## config.mk

```make
export PLATFORM = sky130hd
export DESIGN_NAME = crt_raster_scan
export DESIGN_NICKNAME = d
export VERILOG_FILES = /design/src/rtl/crt_pkg.sv /design/src/rtl/crt_timing_gen.sv /design/src/rtl/crt_raster_scan.sv
export SDC_FILE = /design/constraint.sdc
export NUM_CORES = 1
export LEC_CHECK = 0
export CAP_MARGIN = 20
export CORE_AREA = 2 2 77 79
export CTS_BUF_LIST = sky130_fd_sc_hd__clkbuf_2 sky130_fd_sc_hd__clkbuf_4 sky130_fd_sc_hd__clkbuf_8
export CTS_CLUSTER_DIAMETER = 50
export DETAILED_ROUTE_END_ITERATION = 10
export DIE_AREA = 0 0 79 81
export PLACE_DENSITY = 0.71
export SLEW_MARGIN = 20
export SYNTH_ARGS = -nofsm -noshare
export SYNTH_HDL_FRONTEND = slang
export SYNTH_HIERARCHICAL = 1
export SYNTH_SLANG_ARGS = --single-unit
export TNS_END_PERCENT = 100
```

## constraint.sdc

```tcl
create_clock -name clk -period 2.52 [get_ports clk]
set_clock_uncertainty 0.05 [all_clocks]
set_input_delay 0.378 -clock clk [delete_from_list [all_inputs] [get_ports clk]]
set_output_delay 0.378 -clock clk [all_outputs]
set_load 0.03 [all_outputs]
```

## src/rtl/crt_pkg.sv

```systemverilog
// Shared timing constants, store geometry and stage-1 pipeline record for the
// CRT raster scanner.
package crt_pkg;

    localparam int H_VISIBLE_DEF = 800;
    localparam int H_FRONT_DEF   = 40;
    localparam int H_SYNC_DEF    = 128;
    localparam int H_BACK_DEF    = 88;
    localparam int V_VISIBLE_DEF = 600;
    localparam int V_FRONT_DEF   = 1;
    localparam int V_SYNC_DEF    = 4;
    localparam int V_BACK_DEF    = 23;
    localparam int H_OFFSET_DEF  = 144;
    localparam int V_OFFSET_DEF  = 44;
    localparam int SYNC_POS_DEF  = 1;

    localparam int H_TOTAL_DEF = H_VISIBLE_DEF + H_FRONT_DEF + H_SYNC_DEF + H_BACK_DEF;
    localparam int V_TOTAL_DEF = V_VISIBLE_DEF + V_FRONT_DEF + V_SYNC_DEF + V_BACK_DEF;

    localparam int CELL_SIZE   = 16;
    localparam int STORE_WORDS = 32;
    localparam int WORD_BITS   = 32;
    localparam int WIN_SIZE    = CELL_SIZE * STORE_WORDS;

    localparam int CELL_W = $clog2(CELL_SIZE);
    localparam int IDX_W  = $clog2(WORD_BITS);
    localparam int ADDR_W = $clog2(STORE_WORDS);

    // Counter widths cover 1056 columns and 628 lines.
    localparam int H_W = 11;
    localparam int V_W = 10;

    typedef struct packed {
        logic [IDX_W-1:0]  bit_idx;
        logic [CELL_W-1:0] cell_x;
        logic [CELL_W-1:0] cell_y;
        logic              in_win;
        logic              active;
        logic              hs;
        logic              vs;
    } stage1_t;

endpackage

```

## src/rtl/crt_timing_gen.sv

```systemverilog
// Stage-0 raster counters with active-area and raw (active-high) sync decode.
module crt_timing_gen
    import crt_pkg::*;
#(
    parameter int H_VISIBLE = H_VISIBLE_DEF,
    parameter int H_FRONT   = H_FRONT_DEF,
    parameter int H_SYNC    = H_SYNC_DEF,
    parameter int H_BACK    = H_BACK_DEF,
    parameter int V_VISIBLE = V_VISIBLE_DEF,
    parameter int V_FRONT   = V_FRONT_DEF,
    parameter int V_SYNC    = V_SYNC_DEF,
    parameter int V_BACK    = V_BACK_DEF
) (
    input  logic           clk,
    input  logic           rst_n,
    output logic [H_W-1:0] h_cnt,
    output logic [V_W-1:0] v_cnt,
    output logic           active,
    output logic           hs_raw,
    output logic           vs_raw
);

    localparam int H_TOTAL = H_VISIBLE + H_FRONT + H_SYNC + H_BACK;
    localparam int V_TOTAL = V_VISIBLE + V_FRONT + V_SYNC + V_BACK;

    localparam logic [H_W-1:0] H_LAST   = H_W'(H_TOTAL - 1);
    localparam logic [V_W-1:0] V_LAST   = V_W'(V_TOTAL - 1);
    localparam logic [H_W-1:0] H_VIS    = H_W'(H_VISIBLE);
    localparam logic [V_W-1:0] V_VIS    = V_W'(V_VISIBLE);
    localparam logic [H_W-1:0] HS_START = H_W'(H_VISIBLE + H_FRONT);
    localparam logic [H_W-1:0] HS_END   = H_W'(H_VISIBLE + H_FRONT + H_SYNC);
    localparam logic [V_W-1:0] VS_START = V_W'(V_VISIBLE + V_FRONT);
    localparam logic [V_W-1:0] VS_END   = V_W'(V_VISIBLE + V_FRONT + V_SYNC);

    logic [H_W-1:0] h_cnt_q, h_cnt_d;
    logic [V_W-1:0] v_cnt_q, v_cnt_d;

    always_comb begin
        // NOTE: every next-state value gets a default first so no path leaves it unassigned (no latch).
        h_cnt_d = h_cnt_q + H_W'(1);
        v_cnt_d = v_cnt_q;
        if (h_cnt_q == H_LAST) begin
            h_cnt_d = '0;
            v_cnt_d = (v_cnt_q == V_LAST) ? '0 : v_cnt_q + V_W'(1);
        end
    end

    always_ff @(posedge clk or negedge rst_n) begin
        // NOTE: non-blocking updates so every flop samples pre-edge values regardless of block order.
        if (!rst_n) begin
            h_cnt_q <= '0;
            v_cnt_q <= '0;
        end else begin
            h_cnt_q <= h_cnt_d;
            v_cnt_q <= v_cnt_d;
        end
    end

    assign h_cnt  = h_cnt_q;
    assign v_cnt  = v_cnt_q;
    assign active = (h_cnt_q < H_VIS) && (v_cnt_q < V_VIS);
    assign hs_raw = (h_cnt_q >= HS_START) && (h_cnt_q < HS_END);
    assign vs_raw = (v_cnt_q >= VS_START) && (v_cnt_q < VS_END);

endmodule

```

## src/rtl/crt_raster_scan.sv

```systemverilog
// Raster scanner: reads store words, picks the bit for the current 16x16 cell
// and muxes the on/off dot-mask pixel into registered video with aligned syncs.
module crt_raster_scan
    import crt_pkg::*;
#(
    parameter int H_VISIBLE = H_VISIBLE_DEF,
    parameter int H_FRONT   = H_FRONT_DEF,
    parameter int H_SYNC    = H_SYNC_DEF,
    parameter int H_BACK    = H_BACK_DEF,
    parameter int V_VISIBLE = V_VISIBLE_DEF,
    parameter int V_FRONT   = V_FRONT_DEF,
    parameter int V_SYNC    = V_SYNC_DEF,
    parameter int V_BACK    = V_BACK_DEF,
    parameter int H_OFFSET  = H_OFFSET_DEF,
    parameter int V_OFFSET  = V_OFFSET_DEF,
    parameter int SYNC_POS  = SYNC_POS_DEF
) (
    input  logic        clk,
    input  logic        rst_n,
    input  logic        enable,
    output logic [4:0]  store_addr,
    input  logic [31:0] store_data,
    output logic [3:0]  cell_x,
    output logic [3:0]  cell_y,
    input  logic        pixel_on,
    input  logic        pixel_off,
    output logic        video,
    output logic        hsync,
    output logic        vsync,
    output logic        frame_start
);

    localparam logic           SYNC_ACT = (SYNC_POS != 0);
    localparam logic [H_W-1:0] WIN_H_LO = H_W'(H_OFFSET);
    localparam logic [H_W-1:0] WIN_H_HI = H_W'(H_OFFSET + WIN_SIZE);
    localparam logic [V_W-1:0] WIN_V_LO = V_W'(V_OFFSET);
    localparam logic [V_W-1:0] WIN_V_HI = V_W'(V_OFFSET + WIN_SIZE);

    logic [H_W-1:0] h_cnt;
    logic [V_W-1:0] v_cnt;
    logic           active, hs_raw, vs_raw;

    crt_timing_gen #(
        .H_VISIBLE(H_VISIBLE), .H_FRONT(H_FRONT), .H_SYNC(H_SYNC), .H_BACK(H_BACK),
        .V_VISIBLE(V_VISIBLE), .V_FRONT(V_FRONT), .V_SYNC(V_SYNC), .V_BACK(V_BACK)
    ) u_timing (
        .clk    (clk),
        .rst_n  (rst_n),
        .h_cnt  (h_cnt),
        .v_cnt  (v_cnt),
        .active (active),
        .hs_raw (hs_raw),
        .vs_raw (vs_raw)
    );

    logic       win_h, win_v;
    logic [8:0] rel_h, rel_v;

    // Only the low 9 bits of the window-relative position are ever consumed.
    assign win_h      = (h_cnt >= WIN_H_LO) && (h_cnt < WIN_H_HI);
    assign win_v      = (v_cnt >= WIN_V_LO) && (v_cnt < WIN_V_HI);
    assign rel_h      = 9'(h_cnt - WIN_H_LO);
    assign rel_v      = 9'(v_cnt - WIN_V_LO);
    assign store_addr = win_v ? rel_v[8:4] : '0;

    stage1_t s1_d, s1_q;
    logic    first_s1_d, first_s1_q;

    always_comb begin
        s1_d         = '0;
        s1_d.bit_idx = rel_h[8:4];
        s1_d.cell_x  = rel_h[3:0];
        s1_d.cell_y  = rel_v[3:0];
        s1_d.in_win  = win_h & win_v;
        s1_d.active  = active;
        s1_d.hs      = hs_raw;
        s1_d.vs      = vs_raw;
    end

    assign first_s1_d = (h_cnt == '0) && (v_cnt == '0);

    logic video_d, video_q;
    logic hsync_d, hsync_q;
    logic vsync_d, vsync_q;
    logic frame_d, frame_q;

    // The store word and both mask pixels are valid in stage 1, so the mux lands in stage 2.
    always_comb begin
        video_d = enable & s1_q.active & s1_q.in_win &
                  (store_data[s1_q.bit_idx] ? pixel_on : pixel_off);
        hsync_d = SYNC_ACT ? s1_q.hs : ~s1_q.hs;
        vsync_d = SYNC_ACT ? s1_q.vs : ~s1_q.vs;
        frame_d = first_s1_q;
    end

    always_ff @(posedge clk or negedge rst_n) begin
        if (!rst_n) begin
            s1_q       <= '0;
            first_s1_q <= 1'b0;
            video_q    <= 1'b0;
            hsync_q    <= ~SYNC_ACT;
            vsync_q    <= ~SYNC_ACT;
            frame_q    <= 1'b0;
        end else begin
            s1_q       <= s1_d;
            first_s1_q <= first_s1_d;
            video_q    <= video_d;
            hsync_q    <= hsync_d;
            vsync_q    <= vsync_d;
            frame_q    <= frame_d;
        end
    end

    assign cell_x      = s1_q.cell_x;
    assign cell_y      = s1_q.cell_y;
    assign video       = video_q;
    assign hsync       = hsync_q;
    assign vsync       = vsync_q;
    assign frame_start = frame_q;

endmodule

```

==> reports/summary.md <==
The number of flops mapped to enable cells by yosys was 0. Once layout is done, the placed cells without fillers occupy 0.003102 sq mm. The number of antenna diodes in the final layout is 0. Clock latency on the worst-skew pair, taken at its later pin, is 0.29 ns. Setup repair after global routing left no endpoint under its margin. In this design, the stage delay of the slowest critical-path cell is 0.40 ns. The ratio of cells with drive above 1 in the final layout came out at 12.33%.

Using the TritonRoute via totals, the vias-per-cell ratio works out to 5.049. The biggest area contributor in the post-synthesis netlist is sky130_fd_sc_hd__dfrtp_1. VDD sags by at most 0.0002301 V. STA puts the critical path data required time at 2.09 ns.

Yosys printed 6 warnings. The logs give 54 for the number of top-level design ports and 337 for the net total in the final layout. Clock-pin slew was measured on the worst setup and hold paths at 0.07 ns. Number of violations of the max-capacitance limit: 0. The worst path in the final design needs a cycle of 2.348 ns, including I/O delays and setup. The tools report the number of levels the H-tree was split into as 2. The CTS sink count was 43; the portion of the clock cycle consumed by the worst path in the final layout was 93.18%.

The full die area is 0.006399 sq mm, and the post-synthesis area per instance is 10.39 sq um. Synthesis instantiated 48 different standard cells from the library. The placed instances occupy a cell area of 0.003010 sq mm. After routing, the total negative slack on setup checks comes to 0 ns. The flow ran to the end, but the final reports show violations. The initial utilization of the core area, before any placement, comes to 43.19%.

Predominant post-synthesis flop cell: sky130_fd_sc_hd__dfrtp_1. Clock tree synthesis inserted a total of 5 buffers. The run gives 0 as the total count of max-transition violations in the final report.

Summed over all cells, the static leakage comes to 0.001518 uW. The first detailed-routing pass ran for 4 iterations. The tools report the multi-input combinational cell area as 0.001220 sq mm. The count of buffering cells on the critical path with inverters included was 1. The switching power of the nets was 240.9 uW.

By area the synthesized netlist is led by sky130_fd_sc_hd__dfrtp_1, sky130_fd_sc_hd__mux2i_1, sky130_fd_sc_hd__ha_1, sky130_fd_sc_hd__xor2_1, sky130_fd_sc_hd__xnor2_1. On the critical path the largest part of the delay comes from buffers and inverters. The logs give 25 for the pin count of the biggest net entering global routing and 0.4258 GHz for the achievable clock frequency.

The tools report the number of failing hold endpoints at the final stage as 19. Headroom to the max-slew limit: 53.23%. Measured along the x axis, the die boundary spans 79 um. The power density of the placed cells is 387.3 mW/mm^2.

After synthesis, flip-flops and latches occupy 43.90% of the total area. The layout overhead on the synthesized area is 26.54%, and the data arrival time at the worst-slack endpoint is 1.92 ns. The routed design has 5.085 mm of wire. Row generation in the floorplan step produced 28 rows.

The worst hold path belongs to the class in2async. Setup violations remaining at the end of the flow were counted as 0. The worst hold slack after final layout is -0.01961 ns, and the proportion of power drawn by combinational gates is 6.7%. The maximum net fanout on the critical path is 5.

The tools report the via count of the first global-routing pass as 1755. For the total via count in the routed design, the log shows 1853. After floorplanning, the core was sized to cover 0.005675 sq mm.

The tools report the post-layout total power as 1201 uW. For the global-route wire length before repair, the log shows 8.197 mm. Of the post-synthesis cell area, the dominant cell type holds 43.90%. STA classifies the critical path startpoint as a flop. The net switching fraction of the power works out to 20.05%. The critical path goes through ha_1 -> o21ai_0 -> nand2_1 -> xnor2_2 -> nor2_1 -> dlygate4sd2_1. The worst register-to-register path has a depth of 5.

The checks that failed: hold timing. Remaining routing DRC violations: 0. The logs give 57.4% for the sequential share of power and 0.001076 sq mm for the area taken by flip-flops and latches.

The HPWL after detailed placement was 3.804 mm; the flop and latch count out of synthesis was 43. The total track usage is 16.55%, and the quantity of hold-fixing buffers added after cts is 0. The transition time at the pin with the least slew margin was 0.6951 ns; the die extent in y was 81 um. The final routed wire length divided by cell count was 13.86 um. After synthesis the cells add up to 0.002451 sq mm. Of all flip-flops after synthesis, the portion carrying an async set or reset was 100.0%. The net count of the mapped netlist is 282. The clock network accounts for 35.9% of the total power. By startpoint and endpoint, the worst setup path is classified as reg2out.

Slowest cell on the critical path: sky130_fd_sc_hd__dlygate4sd2_1. TritonCTS built the clock tree. Total of fill cells in the finished design: 526. The tree is rooted in a sky130_fd_sc_hd__clkbuf_8.

The detail route stage leaves a number of antenna-violating nets equal to 0. The worst setup path is captured at an output port. The buffers inserted during post-CTS setup optimization is 0. The aggregate global routing overflow is 0.

The number of antenna violations at the first check in global routing is 0. Synthesis produced 236 cells. Counting buffers and inverters, the worst setup path is 6 cells deep.

In this run, the number of DRC markers left after iteration 0 of detailed routing was 72. The clock passes through at most 2 buffers. Port buffering added 53 buffers. At the end of routability-driven placement, the weighted congestion stood at 0.8055.

The internal power came out at 960.3 uW.
## cell families (layout without fill, tap and decap cells)
family,count (synthesis),in the layout,synth area share [%]
and+or+nand+nor,88,88,21.59
DFF,43,43,43.90
AOI/OAI and AO/OA,30,30,7.504
buffers and inverters,25,81,6.636
xor gates and xnor gates,21,21,7.504
muxes,20,20,8.269
adders and majority gates,9,9,4.594
## repair_timing
action / in CTS / in global routing
hold endpoints to repair: 0 / 0
gates resized for setup: 5 / 0
setup endpoints to repair: 4 / 0
## cell type report
type | count | area share [%]
inverter | 12 | 1.452
clock inverter | 1 | 0.1614
timing repair buffer | 61 | 18.64
tap | 75 | 3.025
multi-input combinational | 168 | 39.33
sequential | 43 | 34.69
clock buffer | 7 | 2.703
## state kept, by name, summed over array words and instances, names as in the netlist
register and flops:
cell_x 4, cell_y 4, first_s1_q 1, frame_start 1, hsync 1, hsync_d 1
s1_q 7, u_timing/h_cnt 11, u_timing/v_cnt 10, video 1, vsync 1, vsync_d 1
## Yosys cell counts (2+ instances only)
cell type,n
sky130_fd_sc_hd__dfrtp_1,43
sky130_fd_sc_hd__nand2_1,19
sky130_fd_sc_hd__mux2i_1,18
sky130_fd_sc_hd__nor2_1,17
sky130_fd_sc_hd__inv_1,12
sky130_fd_sc_hd__xor2_1,12
sky130_fd_sc_hd__a21oi_1,10
sky130_fd_sc_hd__buf_4,10
sky130_fd_sc_hd__ha_1,9
sky130_fd_sc_hd__xnor2_1,9
sky130_fd_sc_hd__o21ai_0,8
sky130_fd_sc_hd__nand3_1,7
sky130_fd_sc_hd__and3_1,5
sky130_fd_sc_hd__nand4_1,5
sky130_fd_sc_hd__a22oi_1,4
sky130_fd_sc_hd__nor3_1,4
sky130_fd_sc_hd__nand2b_1,3
sky130_fd_sc_hd__a211oi_1,2
sky130_fd_sc_hd__a31oi_1,2
sky130_fd_sc_hd__and2_2,2
sky130_fd_sc_hd__and2b_1,2
sky130_fd_sc_hd__and4_1,2
sky130_fd_sc_hd__buf_6,2
sky130_fd_sc_hd__mux2_2,2
sky130_fd_sc_hd__nand3b_1,2
sky130_fd_sc_hd__nor4_1,2
sky130_fd_sc_hd__or3_1,2
## worst paths after layout
kind                                                from                            end  slack, ns
setup / recovery           u_timing/v_cnt[2]$_DFFE_PN0N_                  store_addr[0]       0.17
hold / removal                                     rst_n            cell_y[3]$_DFF_PN0_      -0.02
setup reg to reg             u_timing/h_cnt[0]$_DFF_PN0_  u_timing/v_cnt[7]$_DFFE_PN0N_       0.63
hold reg to reg                        hsync_d$_DFF_PN0_                hsync$_DFF_PN0_       0.30
max in group asynchronous                          rst_n    u_timing/h_cnt[6]$_DFF_PN0_       1.77
min in group clk                       hsync_d$_DFF_PN0_                hsync$_DFF_PN0_       0.30
## worst register-to-register path, stage by stage (launching register included)
cell and delay, ns:
sky130_fd_sc_hd__dfrtp_1 0.44, sky130_fd_sc_hd__ha_1 0.22, sky130_fd_sc_hd__and4_2 0.30, sky130_fd_sc_hd__and3_1 0.43, sky130_fd_sc_hd__nand4_1 0.19, sky130_fd_sc_hd__xnor2_1 0.15
## routing by layer
metal | global-route usage (%) | vias up | wire length (um)
met5 | 0 | - | 0
met4 | 5.517 | 0 | 59
met3 | 4.889 | 6 | 403
met2 | 28.05 | 64 | 2391
met1 | 20.31 | 860 | 2230
li1 | - | 923 | -
## layout by cell type (no fill, tap or decap), types with 3 or more instances in the layout
master	netlist	layout
sky130_fd_sc_hd__buf_4	10	9
sky130_fd_sc_hd__nand4_1	5	5
sky130_fd_sc_hd__mux2i_1	18	18
sky130_fd_sc_hd__dlygate4sd2_1	0	4
sky130_fd_sc_hd__xor2_1	12	12
sky130_fd_sc_hd__nand3_1	7	7
sky130_fd_sc_hd__nor2_1	17	17
sky130_fd_sc_hd__inv_1	12	12
sky130_fd_sc_hd__nand2_1	19	19
sky130_fd_sc_hd__a22oi_1	4	4
sky130_fd_sc_hd__clkdlybuf4s50_1	0	47
sky130_fd_sc_hd__and3_1	5	5
sky130_fd_sc_hd__a21oi_1	10	10
sky130_fd_sc_hd__nand2b_1	3	3
sky130_fd_sc_hd__nor3_1	4	4
sky130_fd_sc_hd__o21ai_0	8	8
sky130_fd_sc_hd__ha_1	9	9
sky130_fd_sc_hd__dfrtp_1	43	43
sky130_fd_sc_hd__clkbuf_8	0	5
sky130_fd_sc_hd__xnor2_1	9	8
## power by group through the flow
stage / logic (uW) / registers (uW) / clock network [uW]
CTS: 82.9 / 689 / 442
detailed placement: 82.7 / 703 / 0
floorplan: 10.4 / 703 / 0
global route: 88.8 / 689 / 477
global placement: 80.8 / 703 / 0
finish: 80.9 / 689 / 431
## per-stage QoR
stage          utilization, %  cells  setup WS, ns  hold slack, ns
3_3_place_gp            53.04    359        0.2145          0.2831
4_1_cts                 54.65    367        0.1537        0.001758
6_report                54.65    367        0.1717        -0.01961
5_1_grt                 54.65    367       0.01559         0.01026
3_5_place_dp            53.04    359        0.1585          0.2893
2_1_floorplan               -    236        0.3455         0.03241
Note: power is estimated with default switching activity, not from simulation.
==> patch 1 (config.mk and constraints unchanged) <==
`SYNC_POS_DEF`: 1 -> 0.
--- a/src/rtl/crt_pkg.sv
+++ b/src/rtl/crt_pkg.sv
@@ -13,5 +13,5 @@
     localparam int H_OFFSET_DEF  = 144;
     localparam int V_OFFSET_DEF  = 44;
-    localparam int SYNC_POS_DEF  = 1;
+    localparam int SYNC_POS_DEF  = 0;
 
     localparam int H_TOTAL_DEF = H_VISIBLE_DEF + H_FRONT_DEF + H_SYNC_DEF + H_BACK_DEF;
Formal check against the unedited RTL: not equivalent (a bounded check fails within 4 cycles, from zero or initial values and one cycle with rst_n low).
==> patch 1 against the original RTL <==
  * Sequential cell count is the same
  * Global-route usage rose by 0.17 points
  * Worst setup slack worse by 0.036 ns
  * Critical path type unchanged
  * Total power rose by 2.4%
  * Sequential share of layout area up 0.32 points
  * Synthesized area fell by 0.82%
  * Count of clock-buffer cells in the layout is the same
  * Largest cell class unchanged
  * Routed wire length down 0.22%
  * Worst hold slack gained 0.17 ns
  * Critical path depth unchanged
  * Synthesized cell count is 0.42% lower
  * Cell area decreased by 0.69%
==> patch 1: results (changes against the original RTL) <==
| Metric | Value |
|---|---|
| Status | `finished clean (was complete, but fails checks)` |
| Met2 WL | `2260 um (was 2390 um)` |
| GR Util met3 | `0.0367 (was 0.0489)` |
| Register area | `1080 sq um (about the same)` |
| Signal buffers | `62 (was 61)` |
| Metal3 WL | `328 um (was 403 um)` |
| Met2 Use GR | `0.265 (was 0.281)` |
| HPWL after DPL | `3650 um (was 3800 um)` |
| First-pass GRT wire length | `8430 um (was 8200 um)` |
| GPL Wtd Cong | `0.856 (was 0.806)` |
| Drt wl/cell | `13.9 um (about the same)` |
| GRT met1 Usage | `0.220 (was 0.203)` |
| Worst-Margin Slew | `0.919 ns (was 0.695 ns)` |
| Max VDD drop | `0.295 mV (was 0.230 mV)` |
| Buffering overhead | `0.188 (was 0.186)` |
| Non-clk invs | `13 (was 12)` |
| Area after DPL | `2990 sq um (was 3010 sq um)` |
| Clk cell area share | `0.0309 (was 0.0286)` |
| Vias | `1906 (was 1853)` |
| Adder-cell area share of the yosys netlist | `0.0463 (was 0.0459)` |
| Layout Nets | `336 (was 337)` |
| GRT Total Usage | `0.167 (was 0.165)` |
| Met1 Wirelength | `2360 um (was 2230 um)` |
| Mux contribution to synthesized area | `0.0793 (was 0.0827)` |
| Register area share after synthesis | `0.444 (was 0.439)` |
| Share of layout cells above drive strength 1 | `0.124 (was 0.123)` |
| Lkg Pwr | `1.47 nW (was 1.52 nW)` |
| Detailed router's first-iteration violation count | `75 (was 72)` |
| #MultiIn Comb | `165 (was 168)` |
| Multi-input logic area | `1180 sq um (was 1220 sq um)` |
| Crit path DAT | `1.96 ns (was 1.92 ns)` |
| Synth top cells by count | `41 x dfrtp_1, 17 x mux2i_1, 15 x nand2_1, 15 x nor2_1, 13 x inv_1 (was 43 x dfrtp_1, 19 x nand2_1, 18 x mux2i_1)` |
| Area fraction in compound gates after synthesis | `0.0849 (was 0.0750)` |
| Pre-CTS setup slack | `0.156 ns (was 0.159 ns)` |
| Post-Synth XOR/XNOR Area | `0.0757 (was 0.0750)` |
==> patch 1: where the power goes <==
part	leakage, nW	internal, mW	switching, mW	total (mW)
clock	0.0517	0.232	0.227	0.459
sequential	0.554	0.690	0	0.690
combinational	0.866	0.0553	0.0267	0.0820
total	1.47	0.977	0.254	1.23
==> patch 1: worst paths after layout <==
path / from / end / slack [ns] / cells after the start
min reg2reg: s1_q[0] / vsync / 0.30 / 1
max in group asynchronous: rst_n / u_timing/h_cnt[1] / 1.68 / 1
min: rst_n / u_timing/v_cnt[6] / 0.15 / 1
min in group clk: s1_q[0] / vsync / 0.30 / 1
max reg2reg: u_timing/h_cnt[6] / u_timing/v_cnt[8] / 0.54 / 4
max: u_timing/v_cnt[2] / store_addr[0] / 0.14 / 6
==> patch 1: through the flow <==
step                utilization  instances
detailed placement        0.527        358
global route              0.543        366
finish                    0.543        366
global placement          0.527        358
floorplan                     -        235
CTS                       0.544        366
==> patch 2 (config.mk and constraints unchanged) <==
Without the edit above. Compare `v_cnt_q` against `V_LAST` with >= in place of ==.
--- a/src/rtl/crt_timing_gen.sv
+++ b/src/rtl/crt_timing_gen.sv
@@ -42,5 +42,5 @@
         if (h_cnt_q == H_LAST) begin
             h_cnt_d = '0;
-            v_cnt_d = (v_cnt_q == V_LAST) ? '0 : v_cnt_q + V_W'(1);
+            v_cnt_d = (v_cnt_q >= V_LAST) ? '0 : v_cnt_q + V_W'(1);
         end
     end
Behaviour: no difference found for any inputs over 10 cycles, from zero or initial values and one cycle with rst_n low; that may be too few to reach the edited logic, so the function may still have changed.
==> patch 2 against the original RTL <==
  * Sequential power barely moved
  * Global-route usage rose by 2.0 points
  * Routed wire length rose by 9.8%
  * Largest cell class unchanged
  * Worst setup slack got worse by 0.037 ns
  * Worst hold slack improved by 0.039 ns
  * Die area did not move
  * Largest power group unchanged
  * Critical path type unchanged
  * First-iteration DRC count rose by 29%
  * Sequential cell count did not move
  * Total power rose by 12%
  * Synthesized cell count rose by 3.0%
  * Cell area rose by 1.7%
  * Register-to-register slack got worse by 0.06 ns
  * Synthesized area barely moved
==> patch 2: results (changes against the original RTL) <==
| Metric | Value |
|---|---|
| Status | `finished clean (was complete, but fails checks)` |
| Lkg Pwr | `1.51 nW (was 1.52 nW)` |
| Net count after synthesis | `289 (was 282)` |
| Worst-skew pair later-pin latency | `0.29 ns (about the same)` |
| Final slew viol count | `0 (unchanged)` |
| Sw power | `273 uW (was 241 uW)` |
| Async SR Flop Fraction | `1.00 (unchanged)` |
| Setup bufs post-CTS | `0 (unchanged)` |
| GPL Wtd Cong | `0.783 (was 0.806)` |
| Synth top cells by count | `43 x dfrtp_1, 18 x nand2_1, 17 x mux2i_1, 17 x nor2_1, 13 x inv_1 (was 43 x dfrtp_1, 19 x nand2_1, 18 x mux2i_1)` |
| Drt wl/cell | `14.6 um (was 13.9 um)` |
| Num CTS Buffers | `5 (unchanged)` |
| Area after DPL | `3050 sq um (was 3010 sq um)` |
| Layout Nets | `351 (was 337)` |
| Setup WS post-layout | `0.135 ns (was 0.172 ns)` |
| Max_slew headroom | `0.610 (was 0.532)` |
| Placed Cells | `373 (was 359)` |
| Synth area leaders | `dfrtp_1 44%, mux2i_1 6.9%, ha_1 4.6% (was dfrtp_1 44%, mux2i_1 7.4%, ha_1 4.6%)` |
| Max reg flops | `11 (unchanged)` |
| H-tree lvl count | `2 (unchanged)` |
| First-pass GRT wire length | `9290 um (was 8200 um)` |
| Register-to-register path setup slack | `0.57 ns (was 0.63 ns)` |
| CTS root buf | `clkbuf_8 (unchanged)` |
| Register area share after synthesis | `0.439 (about the same)` |
| Post-Layout Cell Count | `381 (was 367)` |
| GRT Total Usage | `0.185 (was 0.165)` |
| Antenna cells | `0 (unchanged)` |
| CP Max Fanout | `2 (was 5)` |
| Crit path DAT | `1.96 ns (was 1.92 ns)` |
| Fillcell total | `538 (was 526)` |
| Initial antenna violation count | `0 (unchanged)` |
| Share of layout cells above drive strength 1 | `0.114 (was 0.123)` |
| Detailed router's first-iteration violation count | `93 (was 72)` |
| Synth cell types | `42 (was 48)` |
| Vias | `2017 (was 1853)` |
| Mean area per synthesized cell | `10.1 sq um (was 10.4 sq um)` |
| IO Port Bufs | `53 (unchanged)` |
| Reg clk slew, reported paths | `0.09 ns (was 0.07 ns)` |
| Pre-CTS setup slack | `0.0962 ns (was 0.159 ns)` |
| Clock Tree Buf Depth | `2 (unchanged)` |
| HPWL after DPL | `4060 um (was 3800 um)` |
| YS warnings | `6 (unchanged)` |
| Largest net degree at the start of global routing | `28 (was 25)` |
| Max VDD drop | `0.217 mV (was 0.230 mV)` |
| Min-delay worst type | `input pin to asynchronous set/reset pin (unchanged)` |
==> patch 2: cell count changes after synthesis, sizes merged, moves of 3 or more <==
cell	change
a2bb2oi	+4
and3	-4
nor3	+4
o21ai	+4
a22o	+3
==> patch 2: metal layers <==
| layer | vias up | wire length (um) | GRT usage |
|---|---|---|---|
| li1 | 975 | - | - |
| met1 | 965 | 2440 | 0.234 |
| met2 | 71 | 2700 | 0.318 |
| met3 | 6 | 370 | 0.0422 |
| met4 | 0 | 70 | 0.0569 |
| met5 | - | 0 | 0 |
==> patch 2: per-stage QoR <==
step / hold slack, ns / total power, mW
4_1_cts: 0.0391 / 1.35
3_5_place_dp: 0.287 / 0.786
6_report: 0.0199 / 1.34
3_3_place_gp: 0.282 / 0.785
2_1_floorplan: 0.0324 / 0.714
5_1_grt: 0.0757 / 1.39
==> patch 2: cell families (layout without fill, tap and decap cells) <==
kind of cell,after synthesis,after routing,share of synthesized area
AO/OA/AOI/OAI,43,43,0.121
AND/OR/NAND/NOR,85,85,0.180
XOR/XNOR,18,18,0.0644
flip-flops,43,43,0.439
multiplexers,18,18,0.0741
adder cells (fa/ha/maj),9,9,0.0460
buffers and inverters,27,90,0.0756
==> patch 2: power groups by stage <==
stage                     Sequential (mW)  Combinational (mW)  Clock, mW
after floorplan                     0.703              0.0104          0
after global placement              0.703              0.0824          0
after detailed placement            0.703              0.0834          0
after CTS                           0.689              0.0841      0.579
after global routing                0.689              0.0911      0.605
final                               0.689              0.0824      0.573
==> patch 2: path summary, 6_finish.rpt <==
kind | start | end | cells past startpoint
max | u_timing/v_cnt[2] | store_addr[4] | 6
min | rst_n | vsync | 1
max reg2reg | u_timing/h_cnt[8] | u_timing/v_cnt[6] | 5
min reg2reg | vsync_d | vsync | 0
max in group asynchronous | rst_n | u_timing/v_cnt[2] | 2
min in group clk | vsync_d | vsync | 0
==> patch 2: area by class of cell <==
type	instances	area, sq um	area share
Multi-Input combinational cell	173	1190	0.377
Sequential cell	43	1080	0.341
Timing Repair Buffer	69	626	0.198
Tap cell	75	93.8	0.0298
Clock buffer	6	82.6	0.0262
Inverter	13	48.8	0.0155
Clock inverter	2	38.8	0.0123
==> patch 2: worst max-delay path: stages, from the launching register on <==
cell             delay [ns]
dfrtp_1                0.39
ha_1                   0.22
o21ai_0                0.23
buf_4                  0.17
nand2_1                0.06
o21ai_0                0.20
clkdlybuf4s15_1        0.39
==> patch 2: timing repair <==
item | CTS | global route
endpoints found under the setup margin | 5 | 5
hold endpoints to repair | 0 | 0
hold buffers | 0 | 0
resized for setup | 5 | 9
pin swaps | 0 | 0
